**config.mk**
```make
export PLATFORM = sky130hd
export DESIGN_NAME = pc_stack_unit
export DESIGN_NICKNAME = d
export VERILOG_FILES = /design/src/rtl/musa_pkg.sv /design/src/rtl/ret_stack.sv /design/src/rtl/pc_stack_unit.sv
export SDC_FILE = /design/constraint.sdc
export NUM_CORES = 1
export LEC_CHECK = 0
export ABC_AREA = 1
export CORE_MARGIN = 3
export CORE_UTILIZATION = 45
export CTS_BUF_LIST = sky130_fd_sc_hd__clkbuf_4
export CTS_CLUSTER_DIAMETER = 30
export DETAILED_ROUTE_END_ITERATION = 10
export PLACE_DENSITY = 0.72
export SYNTH_ARGS = -nofsm -noshare
export SYNTH_HDL_FRONTEND = slang
export SYNTH_SLANG_ARGS = --single-unit
```
**constraint.sdc**
```tcl
create_clock -name clk -period 2.9 [get_ports clk]
set_input_delay 0.29 -clock clk [delete_from_list [all_inputs] [get_ports clk]]
set_output_delay 0.29 -clock clk [all_outputs]
set_load 0.01 [all_outputs]
```
**src/rtl/musa_pkg.sv**
```systemverilog
// Shared definitions for the PC / return-stack unit.
// Holds the branch-select encoding used by the control unit and the default
// PC/address width.
package musa_pkg;

  localparam int unsigned DEFAULT_ADDR_W = 16;

  // Branch select from the control unit; BR_RSVD behaves as sequential.
  typedef enum logic [1:0] {
    BR_SEQ     = 2'b00,
    BR_CALLRET = 2'b01,
    BR_COND    = 2'b10,
    BR_RSVD    = 2'b11
  } branch_e;

endpackage : musa_pkg

```
**src/rtl/ret_stack.sv**
```systemverilog
// ret_stack: LIFO of return addresses with occupancy pointer.
// Ports:
//   clk, rst            - clock, synchronous active-high reset (clears pointer only)
//   push_i / pop_i      - push wdata_i / drop top entry (ignored when full / empty)
//   wdata_i             - address to push
//   top_o               - top entry, 0 while empty (combinational from registered state)
//   full_o / empty_o    - occupancy == DEPTH / occupancy == 0
module ret_stack #(
  parameter int unsigned W     = 16,
  parameter int unsigned DEPTH = 8
) (
  input  logic         clk,
  input  logic         rst,
  input  logic         push_i,
  input  logic         pop_i,
  input  logic [W-1:0] wdata_i,
  output logic [W-1:0] top_o,
  output logic         full_o,
  output logic         empty_o
);

  localparam int unsigned IDX_W = (DEPTH > 1) ? $clog2(DEPTH) : 1;
  localparam int unsigned PTR_W = $clog2(DEPTH) + 1;

  logic [PTR_W-1:0] ptr_q, ptr_d;
  logic [W-1:0]     mem_q [DEPTH];
  logic [IDX_W-1:0] wr_idx;
  logic [IDX_W-1:0] top_idx;
  logic             do_push;
  logic             do_pop;

  assign full_o  = (ptr_q == PTR_W'(DEPTH));
  assign empty_o = (ptr_q == '0);
  assign do_push = push_i && !full_o;
  assign do_pop  = pop_i && !empty_o;

  // DEPTH is a power of two, so the low bits of the pointer address the RAM.
  assign wr_idx  = IDX_W'(ptr_q);
  assign top_idx = IDX_W'(ptr_q - PTR_W'(1));
  assign top_o   = empty_o ? '0 : mem_q[top_idx];

  // Pointer next-state; push and pop are never both presented by the owner.
  always_comb begin
    ptr_d = ptr_q;
    if (do_push) begin
      ptr_d = ptr_q + PTR_W'(1);
    end else if (do_pop) begin
      ptr_d = ptr_q - PTR_W'(1);
    end
  end

  always_ff @(posedge clk) begin
    if (rst) begin
      ptr_q <= '0;
    end else begin
      ptr_q <= ptr_d;
    end
  end

  // Storage is intentionally not reset; the pointer alone defines validity.
  always_ff @(posedge clk) begin
    if (do_push) begin
      mem_q[wr_idx] <= wdata_i;
    end
  end

endmodule : ret_stack

```
**src/rtl/pc_stack_unit.sv**
```systemverilog
// pc_stack_unit: program counter with call/return stack.
// Ports:
//   clk, rst     - clock, synchronous active-high reset (priority over en)
//   en           - advance strobe; state holds while low
//   branch       - 00 seq, 01 call/ret/jump, 10 conditional, 11 treated as seq
//   push, pop    - call / return qualifiers for branch=01
//   flag         - condition for branch=10
//   target       - jump/branch destination
//   pc           - registered current PC
//   ret_addr     - stack top (0 when empty)
//   stack_full, stack_empty - stack occupancy status
//   ovf_err, unf_err, seq_err - sticky error flags
// Build option: define PC_STACK_ERR_EN to implement the sticky error flags;
// otherwise they are tied to 0 and no flag registers exist.
module pc_stack_unit
  import musa_pkg::*;
#(
  parameter int unsigned        ADDR_W   = DEFAULT_ADDR_W,
  parameter int unsigned        DEPTH    = 8,
  parameter logic [ADDR_W-1:0]  RESET_PC = '0
) (
  input  logic              clk,
  input  logic              rst,
  input  logic              en,
  input  logic [1:0]        branch,
  input  logic              push,
  input  logic              pop,
  input  logic              flag,
  input  logic [ADDR_W-1:0] target,
  output logic [ADDR_W-1:0] pc,
  output logic [ADDR_W-1:0] ret_addr,
  output logic              stack_full,
  output logic              stack_empty,
  output logic              ovf_err,
  output logic              unf_err,
  output logic              seq_err
);

  branch_e           br;
  logic [ADDR_W-1:0] pc_q, pc_d;
  logic [ADDR_W-1:0] pc_inc;
  logic              st_push;
  logic              st_pop;

  assign br     = branch_e'(branch);
  assign pc_inc = pc_q + ADDR_W'(1);
  assign pc     = pc_q;

  ret_stack #(
    .W     (ADDR_W),
    .DEPTH (DEPTH)
  ) u_ret_stack (
    .clk     (clk),
    .rst     (rst),
    .push_i  (st_push),
    .pop_i   (st_pop),
    .wdata_i (pc_inc),
    .top_o   (ret_addr),
    .full_o  (stack_full),
    .empty_o (stack_empty)
  );

  // Next PC and stack requests; a call that hits a full stack still jumps.
  always_comb begin
    pc_d    = pc_q;
    st_push = 1'b0;
    st_pop  = 1'b0;
    if (en) begin
      case (br)
        BR_COND: pc_d = flag ? target : pc_inc;
        BR_CALLRET: begin
          if (push && pop) begin
            pc_d = pc_inc;
          end else if (push) begin
            pc_d    = target;
            st_push = !stack_full;
          end else if (pop) begin
            if (stack_empty) begin
              pc_d = RESET_PC;
            end else begin
              pc_d   = ret_addr;
              st_pop = 1'b1;
            end
          end else begin
            pc_d = target;
          end
        end
        default: pc_d = pc_inc;
      endcase
    end
  end

  always_ff @(posedge clk) begin
    if (rst) begin
      pc_q <= RESET_PC;
    end else begin
      pc_q <= pc_d;
    end
  end

`ifdef PC_STACK_ERR_EN
  logic is_cr;
  logic ovf_set, unf_set, seq_set;
  logic ovf_q, unf_q, seq_q;

  assign is_cr   = en && (br == BR_CALLRET);
  assign ovf_set = is_cr && push && !pop && stack_full;
  assign unf_set = is_cr && pop && !push && stack_empty;
  assign seq_set = is_cr && push && pop;

  // Sticky error flags, cleared only by reset.
  always_ff @(posedge clk) begin
    if (rst) begin
      ovf_q <= 1'b0;
      unf_q <= 1'b0;
      seq_q <= 1'b0;
    end else begin
      ovf_q <= ovf_q | ovf_set;
      unf_q <= unf_q | unf_set;
      seq_q <= seq_q | seq_set;
    end
  end

  assign ovf_err = ovf_q;
  assign unf_err = unf_q;
  assign seq_err = seq_q;
`else
  assign ovf_err = 1'b0;
  assign unf_err = 1'b0;
  assign seq_err = 1'b0;
`endif

endmodule : pc_stack_unit
```
### Word level (Yosys, flattened, before mapping)

Memories as Yosys holds them, arrays and structs flattened.
Cells that the tools add are included.

* register bits: 20
* latch bits: 0
* bits in writable memories: 128
* bits in read-only memories: 0
* output and inout bits: 37
* logic and storage cells: 37
* memories: 1

Memory list
* u_ret_stack.mem_q: depth 8, bits a word 16, rd ports 1, clocked after Yosys merged registers in 0, wr ports 1, line ret_stack.sv:26 `logic [W-1:0] mem_q [DEPTH];`

* $add $sub $neg: 3
* multiply operators: 0
* divide/modulo/power cells: 0
* $lt $le $gt $ge: 0
* equality and inequality tests: 3
* shift operators: 0
* multiplexer cells: 21
* bitwise gates (word level): 0
* reduce and logical (&&, ||, !) cells: 7

Operators by type and width (count)
* 16-bit two-way mux: 6
* 16-bit case mux with 2 select lines: 1
* 16-bit by 1-bit adder with 16-bit output, second input constant: 1
* 1-bit two-way mux: 12
* 4-bit two-way mux: 2
* 4-bit by 1-bit adder with 4-bit output, second input constant: 1
* 4-bit equality test, second input constant: 1
* 4-bit logical NOT: 1
* 4-bit by 1-bit subtractor with 4-bit output, second input constant: 1
* 1-bit logical AND: 3
* 2-bit by 1-bit equality test with 1-bit output, second input constant: 1
* 2-bit equality test, second input constant: 1
* 1-bit logical NOT: 2
* 2-bit nonzero test: 1

### Logic depth before layout (Yosys ltp)

Gate-level depths: netlist of run 1.

* word-level depth: 10
* gate-level depth with buffers: 15
* gate-level depth less buffers: 12

### By module

Synthesis of run 1 repeated with hierarchy kept, for this count alone.

* cells, all modules: 807
* area total of the unflattened synthesis: 7454.6 um^2

By module, submodules not included
* ret_stack: times used 1, cells an instance 435, area an instance 5410.2 um^2, sequential area each 3923.8 um^2
* pc_stack_unit: times used 1, cells an instance 372, area an instance 2044.5 um^2, sequential area each 320.3 um^2

### Worst setup path after synthesis of run 1

Ideal clock, no wire load.

* kind: reg2reg
* start: register u_ret_stack.ptr_q[0]
* end: memory u_ret_stack.mem_q[1][0], enable pin
* setup time: 0.409 ns
* arrival time: 2.748 ns
* data required time: 2.491 ns
* path slack: -0.258 ns
* cell stages (with the launch flop): 10
* path buffers: 2
* period minus slack after synthesis: 3.158 ns
* path through: dfxtp_1 > inv_2 > buf_4 > buf_2 > ha_1 > nand2_1 > nor2_1 > nor4_4 > nand2_2 > nor3_1

* word-level cells in the longest chain between the ends: 9

RTL lines
* start: declaration: line ret_stack.sv:25 `logic [PTR_W-1:0] ptr_q, ptr_d;`
* start signal: assignment: line ret_stack.sv:56 `ptr_q <= ptr_d;`
* 4-bit equality test *: line ret_stack.sv:32 `assign full_o = (ptr_q == PTR_W'(DEPTH));`
* net stack_full: line pc_stack_unit.sv:32 `output logic stack_full,`
* 1-bit logical NOT *: line ret_stack.sv:34, pc_stack_unit.sv:76
* 1-bit two-way mux: line pc_stack_unit.sv:74 `end else if (push) begin`
* 1-bit two-way mux: line pc_stack_unit.sv:72 `if (push && pop) begin`
* 1-bit two-way mux: line pc_stack_unit.sv:69 `case (br)`
* 1-bit two-way mux: line pc_stack_unit.sv:68 `if (en) begin`
* 1-bit logical AND *: line ret_stack.sv:34 `assign do_push = push_i && !full_o;`
* 1-bit two-way mux *: line ret_stack.sv:62 `if (do_push) begin`
* 1-bit two-way mux (implied by the code) *: line ret_stack.sv:63 `mem_q[wr_idx] <= wdata_i;`
* end: declaration: line ret_stack.sv:26

Mark *: on every way through the listed nets, which the timed path passes. The rest lies on a longest branch.

### Final worst setup path of run 1

* start: register u_ret_stack.ptr_q[1]
* end: output port ret_addr[5]

* word-level cells in the longest chain between the ends: 3

RTL lines
* 4-bit by 1-bit subtractor with 4-bit output: line ret_stack.sv:39 `assign top_idx = IDX_W'(ptr_q - PTR_W'(1));`
* memory read 8 x 16 bit
* 16-bit two-way mux *: line ret_stack.sv:40 `assign top_o = empty_o ? '0 : mem_q[top_idx];`
* end: declaration: line pc_stack_unit.sv:31 `output logic [ADDR_W-1:0] ret_addr,`

Mark *: on every way between the ends. The rest lies on a longest branch, timed or not.

==> results of run 1 <==
## worst register-to-register path, delay by kind of cell (launching register included)
family,cells,cell delay (ns)
adders and majority gates,1,0.32
and+or+nand+nor,3,0.42
buffers and inverters,1,0.28
DFF,1,0.51
xor gates and xnor gates,1,0.35
## cell type report
class,count,area (um2),share of cell area
flip-flops and latches,148,4250,0.487
multi-input cells,552,2720,0.312
repair buffers,88,911,0.104
inverters,87,337,0.0386
well taps,216,270,0.0310
clock buffers,22,165,0.0189
clock inverters,8,62.6,0.00717
diodes,1,2.50,0.000287
## per-stage QoR
step	setup slack [ns]	total power, mW	util	instance area, um2	hold slack [ns]
floorplan	0.183	2.70	-	7470	0.497
global placement	0.375	2.88	0.517	8300	0.488
detailed placement	0.322	2.89	0.517	8300	0.494
CTS	0.0132	3.98	0.536	8600	0.499
global route	0.00564	4.14	0.543	8720	0.496
finish	0.125	3.98	0.543	8720	0.511
## synthesized netlist by cell type
cell      count
a31oi_1       2
o22ai_1       1
o21ai_0      54
conb_1        1
xor2_1        5
a21oi_2       7
xnor2_4       1
buf_1         1
clkinv_1      1
inv_2         7
nor3_1        1
a21oi_1      58
nor2_2        5
o21ai_2       2
nand2_4       1
and2_1        2
inv_1        78
o211ai_1      2
and2_4        1
xnor2_1       2
nand4_1       6
dfxtp_1      20
buf_6         5
buf_2        14
inv_4         1
nand3_1      56
clkbuf_1     15
nor2_1      134
ha_1          5
edfxtp_1    128
nand2_1     161
buf_4         7
nor2_4        2
o21ai_1      27
o211ai_2      9
nand2_2       4
nor4_4        1
clkbuf_2      2
## how the worst min path moves through the flow
stage,from,endpoint
2_1_floorplan,u_ret_stack.ptr_q[3]$_SDFFE_PP0P_,u_ret_stack.ptr_q[3]$_SDFFE_PP0P_
5_1_grt,rst,pc[12]$_SDFFE_PP0P_
4_1_cts,target[13],pc[13]$_SDFFE_PP0P_
6_report,pc[15]$_SDFFE_PP0P_,pc[15]$_SDFFE_PP0P_
3_3_place_gp,pc[15]$_SDFFE_PP0P_,pc[15]$_SDFFE_PP0P_
3_5_place_dp,pc[15]$_SDFFE_PP0P_,pc[15]$_SDFFE_PP0P_
## state kept, by name (all words and copies together), names as in the netlist
register           cells
u_ret_stack.mem_q    128
u_ret_stack.ptr_q      4
pc                    16
## routing by layer
metal  part of all wire  GRT usage  wire, um
met5                  0          0         0
met4              0.016     0.0701       327
met3              0.085     0.0499      1700
met2               0.47      0.355      9410
met1               0.43      0.309      8470
## timing repair
| item | 4_1_cts | 5_1_grt |
|---|---|---|
| gates resized for setup | 24 | 21 |
| gates cloned | 0 | 1 |
| pin swaps | 1 | 1 |
| setup buffers | 0 | 2 |
| endpoints found under the setup margin | 16 | 12 |
## logic make-up (layout without fill, tap and decap cells)
family,Yosys count,in the layout,synth area share
adders and majority gates,5,5,0.00839
other,1,4,0.000503
xor gates and xnor gates,8,8,0.0119
buffers and inverters,131,205,0.0775
and+or+nand+nor,374,374,0.209
AOI/OAI and AO/OA,162,162,0.123
DFF,148,148,0.569
## report_power, final
group	switching (mW)	total, mW	internal [mW]	leakage, nW
registers	0.0342	2.38	2.34	1.34
clock network	0.670	1.12	0.449	0.130
logic	0.301	0.483	0.182	2.14
total	1.00	3.98	2.97	3.61
==> impl_metrics.tcl, run 1 <==
set metrics [dict create \
    vias 6044 \
    die_area_mm2 0.0182 \
    viasPerCell 5.39 \
    crit_fanout 18 \
    firstDrtPassIters 5 \
    syn_area_per_cell_um2 9.00 \
    layout_common_cells "161 x nand2_1, 133 x nor2_1, 128 x edfxtp_1" \
    hpwlAfterDp_mm 13.3 \
    synth_seq_cells 148 \
    critPathBufInv 4 \
    worst_setup_path_end_kind "output pin" \
    yosysWarnings 0 \
    grt_pass1_vias 5623 \
    core_area_mm2 0.0161 \
    cp_data_arrival_time_ns 2.48 \
    synth_area_leader_cell "edfxtp_1" \
    critPathSlowestCell "clkdlybuf4s50_1" \
    wirelength_mm 19.9 \
    timing.slew.headroom 0.464 \
    cts_buffers 17 \
    path_clk_slew_ns 0.12 \
    crit_cells 9 \
    port_buffers 57 \
    finish.cell_count_without_fillers 1122 \
    finalSetupTns_ns 0 \
    ioPinCount 61 \
    die_w_um 135 \
    timing.critical_path.from "u_ret_stack.ptr_q[1]$_SDFFE_PP0P_" \
    place_congestion 0.920 \
    rows 46 \
    cts_tree "built" \
    power_leakage_nw 3.61 \
    path_cells "inv_2, ha_4, inv_6, nor2_1, o21ai_0, nand3_1, nand3_1, inv_1, clkdlybuf4s50_1" \
    drt_iter0_drc 616 \
    slowest_delay_ns 0.53 \
    grt_max_degree 69 \
    min_path_type "flop to flop" \
    ir_drop_mv 0.239 \
    timing.max_cap.violations 0 \
    ys_types 38 \
    worstSetupPathType "flop to output pin" \
    hold_viol 0 \
    grt_use_total 0.224 \
    wl_per_cell_um 17.7 \
    syn_inst 829 \
    root_buffer "clkbuf_4" \
    period_minus_slack_ns 2.77 \
    mostFrequentLayoutCell "nand2_1" \
    worstMarginPinSlew_ns 0.803 \
    powerDensity_mw_per_mm2 456 \
    crit_top_cell "nand3_1" \
    htreeDepth 4 \
    ctsHoldBuffers 0 \
    areaGrowthSynthToFinish_pct 16.9 \
    cts_sinks 148 \
    slew_violations 0 \
    clk-insertion-delay-late_ns 0.55 \
    final_nets 923 \
    critPathLaunchType "flop" \
    ant_nets 0 \
    drc_errors 0 \
    grt_overflow 0 \
    reg2reg_slack_ns 0.68 \
    finClkSkew_ns 0.0188 \
    crit_family "buffers and inverters" \
    dieHeight_um 135 \
    antenna_found_initial 1 \
    synth.area.top_cells "edfxtp_1 52%, nand2_1 8.1%, nor2_1 6.7%, dfxtp_1 5.4%, inv_1 3.9%" \
    status "complete, no violations" \
    drive_above_1_share 0.128 \
    syn_area_mm2 0.00746 \
    placed_cells 1088 \
    rsz0062_at_grt "false" \
    r2r_end "u_ret_stack.mem_q[1][8]$_DFFE_PP_" \
    clockBufferDepth 2 \
    fillCellCount 1422 \
    crit-reg2reg-launch "pc[0]$_SDFFE_PP0P_" \
    endpoint "ret_addr[5]" \
    r2r_cells 6 \
    fmax_mhz 360 \
    setup_viol 0 \
    start_util 0.465 \
    grt_pass1_wl_mm 31.2 \
    min_path_cells 2 \
    fin_crit_sh 0.957 \
    crit_required_ns 2.61 \
    synth_top_area_share 0.515 \
    seq_area_frac_synth 0.569 \
]
No activity file was read; power rests on OpenSTA's default activity.
==> run 2: changes to the inputs <==
- CORE_ASPECT_RATIO: not set -> 1.4
==> impl_metrics.tcl, run 2 (synthesis gave the netlist of run 1 again) <==
set metrics [dict create \
    start_util 0.459 \
    layout_common_cells "161 x nand2_1, 134 x nor2_1, 128 x edfxtp_1" \
    dieHeight_um 158 \
    post-place-ws_ns 0.282 \
    critPathSlowestCell "clkdlybuf4s50_1" \
    path_clk_slew_ns 0.13 \
    grt_max_degree 69 \
    cp_data_arrival_time_ns 2.51 \
    top_register "u_ret_stack.mem_q" \
    min_path_type "flop to flop" \
    slowest_delay_ns 0.47 \
    timing.max_cap.violations 0 \
    fmax_mhz 357 \
    wl_per_cell_um 17.4 \
    critPathBufInv 5 \
    drt_iter0_drc 575 \
    timing.slew.headroom 0.535 \
    r2r_cells 8 \
    status "complete, no violations" \
    crit_cells 9 \
    grt_use_total 0.217 \
    ctsHoldBuffers 0 \
    crit_fanout 6 \
    worst_setup_path_end_kind "output pin" \
    ant_nets 0 \
    clockBufferDepth 2 \
    rows 55 \
    power_leakage_nw 3.62 \
    crit_required_ns 2.61 \
    rsz0062_at_grt "true" \
    vias 5928 \
    viasPerCell 5.35 \
    drc_errors 0 \
    setup_slack_ns 0.101 \
    crit_family "buffers and inverters" \
    firstDrtPassIters 5 \
    final_core_util 0.535 \
    period_minus_slack_ns 2.80 \
    powerDensity_mw_per_mm2 471 \
    critPathLaunchType "flop" \
    place_congestion 0.861 \
    largest_reg_flops 128 \
    cts_sinks 148 \
    hold_viol 0 \
    antenna_found_initial 1 \
    min_path_cells 2 \
    total_power_mw 4.09 \
    grt_pass1_vias 5582 \
    die_w_um 115 \
    ir_drop_mv 0.235 \
    mostFrequentLayoutCell "nand2_1" \
    fillCellCount 1505 \
    ioPinCount 61 \
    slew_violations 0 \
    htreeDepth 4 \
    hpwlAfterDp_mm 13.1 \
    clk-insertion-delay-late_ns 0.54 \
    wirelength_mm 19.3 \
    grt_pass1_wl_mm 30.0 \
    cts_tree "built" \
    grt_overflow 0 \
    areaGrowthSynthToFinish_pct 16.5 \
    final_nets 925 \
    final_area_mm2 0.00869 \
    port_buffers 57 \
    root_buffer "clkbuf_4" \
    fin_crit_sh 0.965 \
    die_area_mm2 0.0182 \
    path_cells "inv_2, ha_4, xnor2_4, buf_4, buf_4, nand3_1, nand3_1, inv_1, clkdlybuf4s50_1" \
    cts_buffers 17 \
    place_area_mm2 0.00828 \
    setup_viol 0 \
    core_area_mm2 0.0162 \
    finClkSkew_ns 0.0251 \
    worstSetupPathType "flop to output pin" \
    drive_above_1_share 0.121 \
    worstMarginPinSlew_ns 0.697 \
]
-- run 2: cell count changes in the layout (fill, tap and decap cells not counted), moves of 3 or more --
cell,change
clkbuf_4,-4
nand3_1,+9
nand3_2,-9
buf_4,+4
clkinvlp_4,+3
-- run 2: metrics by stage --
| step | TNS, ns | instances | hold WS [ns] |
|---|---|---|---|
| 2_1_floorplan | 0 | 831 | 0.497 |
| 3_3_place_gp | 0 | 1071 | 0.486 |
| 3_5_place_dp | 0 | 1071 | 0.501 |
| 4_1_cts | 0 | 1107 | 0.504 |
| 5_1_grt | -0.0278 | 1109 | 0.537 |
| 6_report | 0 | 1109 | 0.517 |
-- run 2: area by class of cell --
type,instances,area (um2),area share
Inverter,87,339,0.0390
Multi-Input combinational cell,552,2670,0.308
Clock buffer,18,135,0.0155
Antenna cell,1,2.50,0.000288
Clock inverter,14,136,0.0157
Tap cell,199,249,0.0286
Timing Repair Buffer,90,908,0.104
Sequential cell,148,4250,0.489
-- run 2: final timing paths --
check / end / startpoint / slack [ns]
min reg2reg: pc[15]$_SDFFE_PP0P_ / pc[15]$_SDFFE_PP0P_ / 0.52
min: pc[15]$_SDFFE_PP0P_ / pc[15]$_SDFFE_PP0P_ / 0.52
max reg2reg: u_ret_stack.mem_q[5][10]$_DFFE_PP_ / u_ret_stack.ptr_q[1]$_SDFFE_PP0P_ / 0.63
max: ret_addr[0] / u_ret_stack.ptr_q[1]$_SDFFE_PP0P_ / 0.10
-- run 2: per-layer routing --
layer,wire length (um),GRT usage,share of wire,vias to the layer above
met5,0,0,0,-
met4,761,0.102,0.039,0
met3,1080,0.0338,0.056,53
met2,9760,0.376,0.51,239
met1,7710,0.266,0.40,2736
li1,-,-,-,2900
-- run 2: what timing repair did --
item,CTS,global route
gates resized for setup,12,19
buffers inserted,3,1
gates cloned,1,0
pin swaps,1,1
endpoints found under the setup margin,16,13
-- run 2: power breakdown --
| group | switching [mW] | internal, mW |
|---|---|---|
| Combinational | 0.288 | 0.182 |
| Sequential | 0.0302 | 2.34 |
| Clock | 0.739 | 0.512 |
-- run 2: worst register-to-register path, cell delays in order, from the launching register on --
cell and delay [ns]:
dfxtp_4 0.40, inv_2 0.06, ha_4 0.18, nand2_1 0.09
nor2_1 0.12, nor4_4 0.37, nand2_2 0.18, nor2_1 0.25
buf_4 0.31
==> variant 1, RTL diff (flow settings as in run 2) <==
Add a define of `PC_STACK_ERR_EN`.
--- a/src/rtl/pc_stack_unit.sv
+++ b/src/rtl/pc_stack_unit.sv
@@ -13,4 +13,6 @@
 // Build option: define PC_STACK_ERR_EN to implement the sticky error flags;
 // otherwise they are tied to 0 and no flag registers exist.
+`define PC_STACK_ERR_EN
+
 module pc_stack_unit
   import musa_pkg::*;
Formal check against the unedited RTL: not equivalent (Yosys sat finds a counterexample within 4 cycles, from zero or initial values and one cycle with rst high).
==> variant 1 against run 2 <==
Count of clock-buffer cells in the layout is 1 lower. Synthesized cell count up 0.84%. Critical path depth down 1. Area after synthesis increased by 0.29%. Total power increased by 3.6%. Worst setup slack better by 13 ps. Wire length is 3.2% higher. Sequential cell count rose by 3. Non-clock buffer count increased by 1. Cell area rose by 0.85%. Critical endpoint is now ret_addr[2]. Largest power group unchanged.
==> variant 1: results <==
[run_status]
status = "completed"

[routing]
remaining_drc_errors = 0
drt_pre_antenna_iters = 5
routedWlPerCell_um = 17.8
drt_iter0_drc = 469
routed_via_density = 5.42

[global_routing]
grt_usage = 0.226
grt_max_degree = 68
grt_pass1_wl_um = 31400
grt_pass1_vias = 5942
antenna_found_initial = 1

[synth]
synthArstFlopShare = 0
ys_warn_count = 0
synth_area_leaders = "edfxtp_1 51%, nand2_1 8.4%, nor2_1 7.2%"
synth_enable_flop_cells = 128
ys.flop_type = "edfxtp_1"
ys_seq_area_frac = 0.575
yosysUniqueCellTypes = 33
synth_nets = 865
synthTopCellsByCount = "168 x nand2_1, 144 x nor2_1, 128 x edfxtp_1"

[cts]
cts_max_path_buffers = 2
clkLatencyLatePin_ps = 540
htreeDepth = 4
clk_pin_slew_ps = 140
clockRootBuffer = "clkbuf_4"
numCtsBuffers = 17

[power]
leakage_nw = 3.64
ir_worst_vdd_uv = 228

[placement]
dp_hpwl_um = 13700
finalWeightedCongestion = 0.946
port_buffers = 60

[setup_path]
reg2reg_slack_ps = 560
crit_arrival_ps = 2500
critPathMaxFanout = 18

[final_layout]
nNetsFinal = 935
drive_gt1_frac = 0.119
top_register = "u_ret_stack.mem_q"
largest_reg_flops = 128

[sta]
fin_skew_ps = 19.4
slew-limit-headroom = 0.493
holdWs_ps = 476

[worst_hold_path]
min_path_type = "register to register"
## variant 1: worst paths after layout
kind / from / to / cells past startpoint
worst max-delay path: u_ret_stack.ptr_q[0] / ret_addr[2] / 8
worst min-delay path: seq_err / seq_err / 2
worst max register to register: pc[0] / u_ret_stack.mem_q[6][8] / 6
worst min register to register: seq_err / seq_err / 2
## variant 1: final cells by class
cell class                      instances  area, um2
Tap cell                              199        249
Inverter                               87        332
Multi-Input combinational cell        558       2690
Timing Repair Buffer                   91        895
Clock buffer                           17        128
Antenna cell                            1       2.50
Fill cell                            1443       7470
Sequential cell                       151       4310
Clock inverter                         15        168
## variant 1: layer usage
metal | global-route usage | share of wire
met5 | 0 | 0
met4 | 0.114 | 0.044
met3 | 0.0350 | 0.051
met2 | 0.408 | 0.53
met1 | 0.258 | 0.38
## variant 1: through the flow
step | setup slack [ps] | instances | area, um2
4_1_cts | 1.40 | 1117 | 8720
3_3_place_gp | 316 | 1084 | 8380
2_1_floorplan | 293 | 836 | 7490
5_1_grt | 4.38 | 1119 | 8770
6_report | 114 | 1119 | 8770
3_5_place_dp | 275 | 1084 | 8380
## variant 1: timing repair
action                     4_1_cts  5_1_grt
pin swaps                        0        2
gates resized for setup         14       14
setup endpoints to repair       16       10
gates cloned                     1        0
buffers inserted                 0        1
## variant 1: cells by family after synthesis
group                    count (synthesis)  synth area share
XOR/XNOR                                 7           0.00920
buffers and inverters                  127            0.0699
flip-flops                             151             0.575
AO/OA/AOI/OAI                          164             0.125
AND/OR/NAND/NOR                        382             0.212
adder cells (fa/ha/maj)                  5           0.00836
## variant 1: critical path, stage by stage (launching register included)
cell             delay [ps]
dfxtp_2                 370
inv_2                    60
ha_4                    320
buf_12                  170
o21ai_0                 110
o211ai_2                180
nand3_2                 130
inv_1                    80
clkdlybuf4s50_1         540
## variant 1: power breakdown
part | switching, mW | internal, mW | total, mW
clock | 0.811 | 0.534 | 1.35
combinational | 0.297 | 0.181 | 0.478
sequential | 0.0335 | 2.39 | 2.42
total | 1.14 | 3.10 | 4.24
==> variant 2, RTL diff (config.mk and constraints of run 2) <==
Without the edit above. Add an input register stage for `target`; this delays it by one clock. The other inputs are not delayed to match.
--- a/src/rtl/pc_stack_unit.sv
+++ b/src/rtl/pc_stack_unit.sv
@@ -37,4 +37,10 @@
 );
 
+  logic [ADDR_W-1:0] target_q;
+
+  always_ff @(posedge clk) begin
+    target_q <= target;
+  end
+
   branch_e           br;
   logic [ADDR_W-1:0] pc_q, pc_d;
@@ -68,10 +74,10 @@
     if (en) begin
       case (br)
-        BR_COND: pc_d = flag ? target : pc_inc;
+        BR_COND: pc_d = flag ? target_q : pc_inc;
         BR_CALLRET: begin
           if (push && pop) begin
             pc_d = pc_inc;
           end else if (push) begin
-            pc_d    = target;
+            pc_d    = target_q;
             st_push = !stack_full;
           end else if (pop) begin
@@ -83,5 +89,5 @@
             end
           end else begin
-            pc_d = target;
+            pc_d = target_q;
           end
         end
Formal check against the unedited RTL: not equivalent (a bounded check fails within 4 cycles, from zero or initial values and one cycle with rst high).
==> variant 2 against run 2 <==
Clock skew up 5.9 ps. Wire length up 0.74%. Hold slack got worse by 360 ps. Worst setup slack improved by 74 ps. Cell area is 3.6% higher. Sequential cell count rose by 16. Total power is 7.2% higher. Area after synthesis increased by 3.6%. Highest routed layer unchanged.
==> variant 2: results <==
[run_status]
status = "completed"

[worst_hold_path]
min_path_cells = 1
hp-start = "target[8]"
hold_end = "target_q[8]"
min_path_type = "input pin to register"

[synth]
yosysUniqueCellTypes = 32
synthTopCellsByCount = "162 x nand2_1, 133 x nor2_1, 128 x edfxtp_1"
ys_seq_area_frac = 0.591

[power]
ir_worst_vdd_uv = 238
leakage_nw = 3.90

[cts]
clk_pin_slew_ps = 160

[final_layout]
drive_gt1_frac = 0.102
nNetsFinal = 960
fillCellCount = 1507

[global_routing]
grt_pass1_wl_um = 30500
grt_usage = 0.211
grt_pass1_vias = 5938

[routing]
routed_via_density = 5.35
drt_iter0_drc = 637
drt_pre_antenna_iters = 7
drt_wl_total_um = 19500

[setup_path]
slowest_delay_ps = 520
r2r_end = "pc[8]"
reg2reg_slack_ps = 740
crit_arrival_ps = 2440

[sta]
period_share = 0.940
slew-limit-headroom = 0.516

[placement]
dp_hpwl_um = 13200
place_ws_ps = 292
finalWeightedCongestion = 0.902
==> variant 2: cell count changes in the layout (fill, tap and decap cells not counted), sizes merged, moves of 5 or more <==
cell and delta:
inv +21, nand3 +11, nor2 -6, dlymetal6s2s +5
buf +6, dfxtp +16
==> variant 2: repair_timing <==
item | in CTS | in global routing
pin swaps | 3 | 6
resized for setup | 12 | 25
buffers inserted | 3 | 2
cloned | 0 | 0
hold buffers | 0 | 0
setup endpoints to repair | 16 | 16
==> variant 2: area by class of cell <==
cell class	count	area, um2	area share
Antenna cell	1	2.50	0.000278
Clock buffer	17	128	0.0142
Clock inverter	15	139	0.0154
Inverter	101	389	0.0432
Multi-Input combinational cell	553	2580	0.287
Sequential cell	164	4570	0.508
Tap cell	203	254	0.0282
Timing Repair Buffer	94	938	0.104
==> variant 2: worst max-delay path by stage <==
stage	from	end	depth (start not counted)
final	u_ret_stack.ptr_q[1]	ret_addr[2]	8
after global routing	u_ret_stack.ptr_q[1]	ret_addr[2]	9
after CTS	u_ret_stack.ptr_q[1]	ret_addr[9]	8
after detailed placement	u_ret_stack.ptr_q[1]	ret_addr[9]	8
after global placement	u_ret_stack.ptr_q[1]	ret_addr[9]	8
after floorplan	u_ret_stack.ptr_q[0]	u_ret_stack.ptr_q[3]	12
==> variant 2: logic make-up after synthesis <==
family                   count (synthesis)  synth area share
AND/OR/NAND/NOR                        377             0.199
flip-flops                             164             0.591
AO/OA/AOI/OAI                          163             0.115
buffers and inverters                  143            0.0784
XOR/XNOR                                 5           0.00810
adder cells (fa/ha/maj)                  5           0.00809
other                                    1          0.000485
==> variant 2: routing by layer <==
| metal | track usage | up-vias | share of wire |
|---|---|---|---|
| li1 | - | 2982 | - |
| met1 | 0.269 | 2812 | 0.40 |
| met2 | 0.344 | 277 | 0.50 |
| met3 | 0.0360 | 67 | 0.059 |
| met4 | 0.106 | 0 | 0.040 |
| met5 | 0 | - | 0 |
==> variant 2: report_power, final <==
| group | internal [mW] | total (mW) | switching [mW] | leakage, nW |
|---|---|---|---|---|
| Sequential | 2.57 | 2.61 | 0.0343 | 1.48 |
| Combinational | 0.183 | 0.483 | 0.300 | 2.29 |
| Clock | 0.444 | 1.29 | 0.849 | 0.137 |
| Total | 3.20 | 4.39 | 1.18 | 3.90 |
==> variant 2: stage by stage <==
step | cell area (um2) | hold WS, ps | TNS, ps | instances
floorplan | 7740 | 318 | 0 | 860
global placement | 8600 | 474 | 0 | 1110
detailed placement | 8600 | 482 | 0 | 1110
CTS | 8930 | 121 | -2.48 | 1145
global route | 9000 | 103 | 0 | 1148
finish | 9000 | 158 | 0 | 1148
